--- config.mk ---
export PLATFORM = sky130hd
export DESIGN_NAME = encoder_8to3_pend
export DESIGN_NICKNAME = d
export VERILOG_FILES = /design/src/rtl/encoder_8to3_pend.sv
export SDC_FILE = /design/constraint.sdc
export NUM_CORES = 1
export LEC_CHECK = 0
export ABC_AREA = 1
export CAP_MARGIN = 20
export CELL_PAD_IN_SITES_DETAIL_PLACEMENT = 0
export CELL_PAD_IN_SITES_GLOBAL_PLACEMENT = 1
export CORE_MARGIN = 10
export CORE_UTILIZATION = 33
export DETAILED_ROUTE_END_ITERATION = 12
export PLACE_DENSITY = 0.88
export SYNTH_ARGS = -nofsm -noshare
export SYNTH_HDL_FRONTEND = slang
export SYNTH_SLANG_ARGS = --single-unit
--- constraint.sdc ---
create_clock -name clk -period 1.9 [get_ports clk]
set_input_delay 0.475 -clock clk [delete_from_list [all_inputs] [get_ports clk]]
set_output_delay 0.475 -clock clk [all_outputs]
set_load 0.03 [all_outputs]
--- src/rtl/encoder_8to3_pend.sv ---
// encoder_8to3_pend: pending-request register feeding a registered priority encoder with valid/ready output
module encoder_8to3_pend #(
  parameter int N       = 8,
  parameter int W       = 3,
  parameter bit PRIO_HI = 1
) (
  input  logic         clk,
  input  logic         rst_n,
  input  logic [N-1:0] in,
  input  logic         clr,
  output logic [W-1:0] out,
  output logic         valid,
  input  logic         ready,
  output logic [N-1:0] pending,
  output logic         err
);
  logic [W-1:0] idx;
  logic [N-1:0] pop;
  logic         load;
  assign load = |pending && (!valid || ready);
  // later iterations overwrite earlier ones, so scan order sets the winner
  always_comb begin
    idx = '0;
    for (int i = 0; i < N; i++)
      if (pending[PRIO_HI ? i : N-1-i]) idx = W'(PRIO_HI ? i : N-1-i);
  end
  assign pop = load ? (N'(1) << idx) : '0;
  always_ff @(posedge clk or negedge rst_n) begin
    if (!rst_n) begin
      pending <= '0;
      out     <= '0;
      valid   <= 1'b0;
      err     <= 1'b0;
    end else if (clr) begin
      pending <= '0;
      out     <= '0;
      valid   <= 1'b0;
      err     <= 1'b0;
    end else begin
      pending <= (pending & ~pop) | in;
      err     <= |(in & pending & ~pop);
      if (load) begin
        out   <= idx;
        valid <= 1'b1;
      end else if (valid && ready) begin
        valid <= 1'b0;
      end
    end
  end
endmodule
==> results by group <==
Pwr
  • Leakage: 0.556 nW
  • Worst VDD drop: 0.000305 V
  • Pwr Density: 684 mW/mm²

Setup path
  • Critical Path AT: 1380 ps
  • CP cell instances: clkdlybuf4s50_1
  • CP Buf/Inv Count: 1
  • CP Launch Type: register
  • R2R Path End: err
  • Cells on worst reg2reg path: 10
  • Max stage delay on crit path: 700 ps
  • CP max FO: 4
  • Setup Crit Path Kind: register to output port
  • R2R Setup Slk: 480 ps
  • Delay-heaviest family, CP: buffers and inverters
  • CP max-delay cell: clkdlybuf4s50_1
  • CP Data Required Time: 1420 ps
  • Crit end category: output port
  • Reg2reg start: pending[7]

STA
  • Final setup viols: 0
  • Fin crit share: 97.4%
  • Unrepaired setup endpoints after global routing: no
  • Slew HR: 78.1%
  • Clock skew: 2.24 ps
  • Final Hold Fails: 0
  • Final setup TNS: 0 ps
  • Worst-Margin Slew: 328 ps
  • Peak Freq: 540 MHz
  • Slew Limit Fails: 0
  • Final Critical Period: 1850 ps

Synth
  • Synth Area per Inst: 7.44 µm²
  • Netlist cell types: 16
  • Largest family of logic cells by synthesized area: simple AND/OR/NAND/NOR gates
  • Post-synthesis register bit count: 13
  • Synthesized instance count: 100
  • Adder-cell share of the synthesized area: 0%
  • Mapped cell area: 744 µm²
  • Post-synthesis sequential area ratio: 43.7%
  • Post-Synth XOR/XNOR Area: 0%
  • Compound-Gate Fraction of Synth Area: 8.74%
  • YS warnings: 0
  • Mux cell area share after synthesis: 0%
  • Mapped Nets: 112
  • Simple-gate portion of the synthesized area: 39.3%

Worst hold path
  • HP Class: input port to asynchronous set/reset pin

Clock tree
  • CTS Buf Count: 3
  • Max H-tree Level: 1
  • CTS tree: yes
  • Worst-path clk slew: 80 ps
  • Clock sinks: 13
  • Post-CTS setup buffers: 0
  • Worst skew pair latency: 270 ps
  • Clock Path Buffers: 2
  • CTS root buffer: clkbuf_4

GRT
  • Vias in the first global route: 704
  • GRT Total Usage: 8.84%
  • Gr ovfl total: 0
  • First-pass GRT wire length: 3.18 mm
  • Largest net degree at the start of global routing: 14
  • Initial antenna violation count: 0

Final layout
  • Ant. Diodes: 0
  • Area Growth Syn to Fin: 43.2%
  • # fillers: 233
  • Layout cells sized above 1: 16.3%
  • Commonest non-fill, non-tap cells in the layout: clkdlybuf4s50_1 (19), nand2_1 (18), nand3_1 (14)
  • Design Area, Final: 0.00107 mm²
  • Commonest non-fill, non-tap cell in the layout: clkdlybuf4s50_1
  • Total Nets Final: 142

Die
  • # rows: 17
  • Die area: 0.00456 mm²
  • DIE WIDTH: 67.5 µm
  • # IOs: 25
  • Die height: 67.5 µm
  • Initial Util: 34.3%
  • Core area: 0.00217 mm²

Route
  • Drt total wl: 1.87 mm
  • Starting DRC count in detailed routing: 21
  • DR vias/cell: 4.62
  • Routed Antenna Nets: 0
  • Routed length per instance: 11.9 µm
  • Drc violations: 0
  • Via Count: 726
  • First drt pass iteration count: 4

Placed design
  • Port Buffers: 24
  • Hpwl dp: 1.54 mm
  • Routability congestion estimate: 0.876
  • Post-placement cell area: 0.00103 mm²

Run
  • Max cap viols: 0

Outcome
  • Status: complete, no violations
[per-stage QoR]
stage / power, W / utilization, % / hold WS, ps / cells / setup WS (ps)
3_5_place_dp: 0.000569 / 47.5 / 501 / 153 / 79.1
5_1_grt: 0.000780 / 49.1 / 528 / 157 / 4.50
2_1_floorplan: 0.000466 / - / 179 / 100 / 432
4_1_cts: 0.000743 / 48.7 / 498 / 157 / 3.97
3_3_place_gp: 0.000568 / 47.5 / 499 / 153 / 84.0
6_report: 0.000729 / 49.1 / 494 / 157 / 48.6
[Yosys cell counts]
cell       n  area share (%)
nor2_1    13             6.6
inv_2      4             2.0
nor2_4     3             4.5
dfrtp_1   13              44
nand2_1   18             9.1
nand4_1    3             2.5
clkinv_2   1            0.67
inv_1     10             5.0
nor2_2     4             3.4
clkbuf_1   1            0.50
nand2_2    3             2.5
nand3_2    1             1.3
a21oi_1   10             6.7
o21a_1     1             1.0
nand3_1   14             9.4
o31ai_1    1             1.0
[metal layers]
metal,vias up,global-route usage [%],share of wire [%]
met3,4,1.65,4.9
met1,328,9.80,41
met5,-,0,0
li1,383,-,-
met4,0,4.62,2.5
met2,11,15.6,52
[sequential cells by signal, indices dropped and copies added, names as in the netlist]
name,flops
out,3
valid,1
err,1
pending,8
[report_power, final]
group | switching [W] | internal [W] | leakage [nW] | total [W]
clock | 0.0000895 | 0.0000813 | 0.0150 | 0.000171
combinational | 0.000143 | 0.0000971 | 0.377 | 0.000240
sequential | 0.0000199 | 0.000299 | 0.163 | 0.000319
[cells by family (layout without fill, tap and decap cells)]
logic type	count (synthesis)	in the layout
simple gates	59	59
buf+inv	16	45
compound gates	12	12
flops	13	13
[cell type report]
cell class                      instances  area [µm²]  area share, %
Sequential cell                        13         325           30.5
Clock buffer                            4        26.3           2.46
Timing Repair Buffer                   26         264           24.8
Inverter                               15        57.6           5.40
Multi-Input combinational cell         71         358           33.6
Tap cell                               28        35.0           3.29
[how the worst max path moves through the flow]
stage | cells past startpoint | end | start
floorplan | 10 | err | pending[7]
global placement | 10 | err | ready
detailed placement | 10 | err | ready
CTS | 1 | pending[3] | pending[3]
global route | 1 | pending[0] | pending[0]
finish | 1 | pending[6] | pending[6]
[timing repair]
action | in CTS | in global routing
hold buffers | 0 | 0
endpoints found under the setup margin | 1 | 4
gates resized for setup | 1 | 4
(Power assumes the default switching activity.)
==> variant (config.mk and constraints unchanged) <==
The parameter `N` goes from 8 to 16.
--- a/src/rtl/encoder_8to3_pend.sv
+++ b/src/rtl/encoder_8to3_pend.sv
@@ -1,6 +1,6 @@
 // encoder_8to3_pend: pending-request register feeding a registered priority encoder with valid/ready output
 module encoder_8to3_pend #(
-  parameter int N       = 8,
+  parameter int N       = 16,
   parameter int W       = 3,
   parameter bit PRIO_HI = 1
 ) (
Interface: changed (resized in and pending); port bits go from 25 to 41. The function was not compared with the original's and may differ.
==> variant against the original RTL <==
Final area is 58% higher. Synthesized area grew 56%. Setup slack better by 0.0017 ns. Largest cell class unchanged. Combinational power grew 53%. Routed wire length increased by 69%. Sequential cell count rose by 8. Power up 51%. Critical path type unchanged. Sequential share of layout area increased by 0.77 points.
==> variant: results (changes against the original RTL) <==
[cells_and_area]
final_area_um2 = 1690  ; was 1070 um^2
reg.largest.list = pending (16), out (3)  ; was pending (8), out (3)
layout-drive-gt1-share_pct = 15.3  ; was 16.3%
fill_cells = 363  ; was 233
layout.nets = 223  ; was 142

[setup_path]
crit_path_start = valid  ; was pending[6]
worst_ep_arrival_time_ns = 1.37
slowest_delay_ns = 0.68  ; was 0.70 ns
r2r-start = pending[4]  ; was pending[7]
crit_fanout = 3  ; was 4

[synthesis]
syn_nets = 175  ; was 112
synth_top_cells_by_count = 29 x nand2_1, 27 x nor2_1, 21 x dfrtp_1, 16 x inv_1, 15 x nand3_1  ; was 18 x nand2_1, 14 x nand3_1, 13 x dfrtp_1, 13 x nor2_1
yosysUniqueCellTypes = 24  ; was 16
yosysWarnings = 0  ; unchanged
synth_area_leaders = dfrtp_1 45%, nand2_1 9.4%, nor2_1 8.7%  ; was dfrtp_1 44%, nand3_1 9.4%, nand2_1 9.1%
async_reset_ff_share_pct = 100  ; unchanged
synth-seq-area-share_pct = 45.4  ; was 43.7%

[power]
vdd_drop_max_mv = 0.306  ; was 0.305 mV
power_leakage_nw = 0.868  ; was 0.556 nW

[routing]
routed-via-count = 1170  ; was 726
drt_iter0_drc = 64  ; was 21
wl_per_cell_um = 12.7  ; was 11.9 um

[timing]
worstMarginPinSlew_ns = 0.327  ; was 0.328 ns
finClkSkew_ns = 0.00183  ; was 0.00224 ns

[global_routing]
antenna_found_initial = 0  ; unchanged
grtUsageTotal_pct = 10.1  ; was 8.84%
grt_pass1_wl_um = 5220  ; was 3180 um
grt_max_degree = 22  ; was 14

[clock_tree]
numCtsBuffers = 3  ; unchanged
clk_pin_slew_ns = 0.11  ; was 0.08 ns
clock_latency_ns = 0.30  ; was 0.27 ns
htree_num_levels = 1  ; unchanged

[placed_design]
port-buffer-count = 40  ; was 24
placed_area_um2 = 1620  ; was 1030 um^2
place_congestion = 0.884  ; was 0.876
dp_hpwl_um = 2590  ; was 1540 um

[outcome]
status = finished clean  ; unchanged

[variant: final timing paths]
check	depth (start not counted)	to	slack, ns
worst min-delay path	2	pending[1]	0.50
worst max-delay path	1	valid	0.05
max in group asynchronous	2	pending[2]	1.17
min in group clk	2	out[1]	0.52
worst min register to register	2	out[1]	0.52
worst max register to register	10	err	0.08
[variant: kinds of logic after synthesis]
group,after synthesis,synth area share [%]
AND/OR/NAND/NOR,86,34.7
buffers and inverters,28,10.2
flip-flops,21,45.4
AO/OA/AOI/OAI,20,9.83
[variant: timing repair]
item | in CTS | in global routing
setup buffers | 0 | 2
gates resized for setup | 12 | 11
hold buffers | 0 | 0
endpoints found under the setup margin | 12 | 8
pin swaps | 0 | 1
[variant: cell type report]
type                    count  share of cell area, %
multi-input cells         106                   32.2
flip-flops and latches     21                   31.3
repair buffers             45                   25.5
inverters                  26                   6.08
well taps                  46                   3.41
clock buffers               4                   1.56
[variant: power breakdown]
group          total, mW  switching (mW)  internal, mW
Combinational      0.368           0.218         0.150
Clock              0.213           0.131        0.0818
Sequential         0.518          0.0363         0.481
[variant: metal layers]
| metal | vias up | share of wire, % | GRT usage (%) | wire [um] |
|---|---|---|---|---|
| met5 | - | 0 | 0 | 0 |
| met4 | 0 | 2.3 | 5.38 | 74 |
| met3 | 9 | 8.3 | 3.49 | 262 |
| met2 | 39 | 46 | 16.1 | 1450 |
| met1 | 530 | 43 | 11.5 | 1370 |
| li1 | 592 | - | - | - |
[variant: through the flow]
stage	hold WS [ns]	instances	TNS, ns	worst slack (ns)
floorplan	0.179	155	0	0.177
global placement	0.473	242	-0.0233	-0.0233
detailed placement	0.498	242	-0.102	-0.102
CTS	0.509	246	0	0.00704
global route	0.524	248	-0.0550	-0.0550
finish	0.504	248	0	0.0502
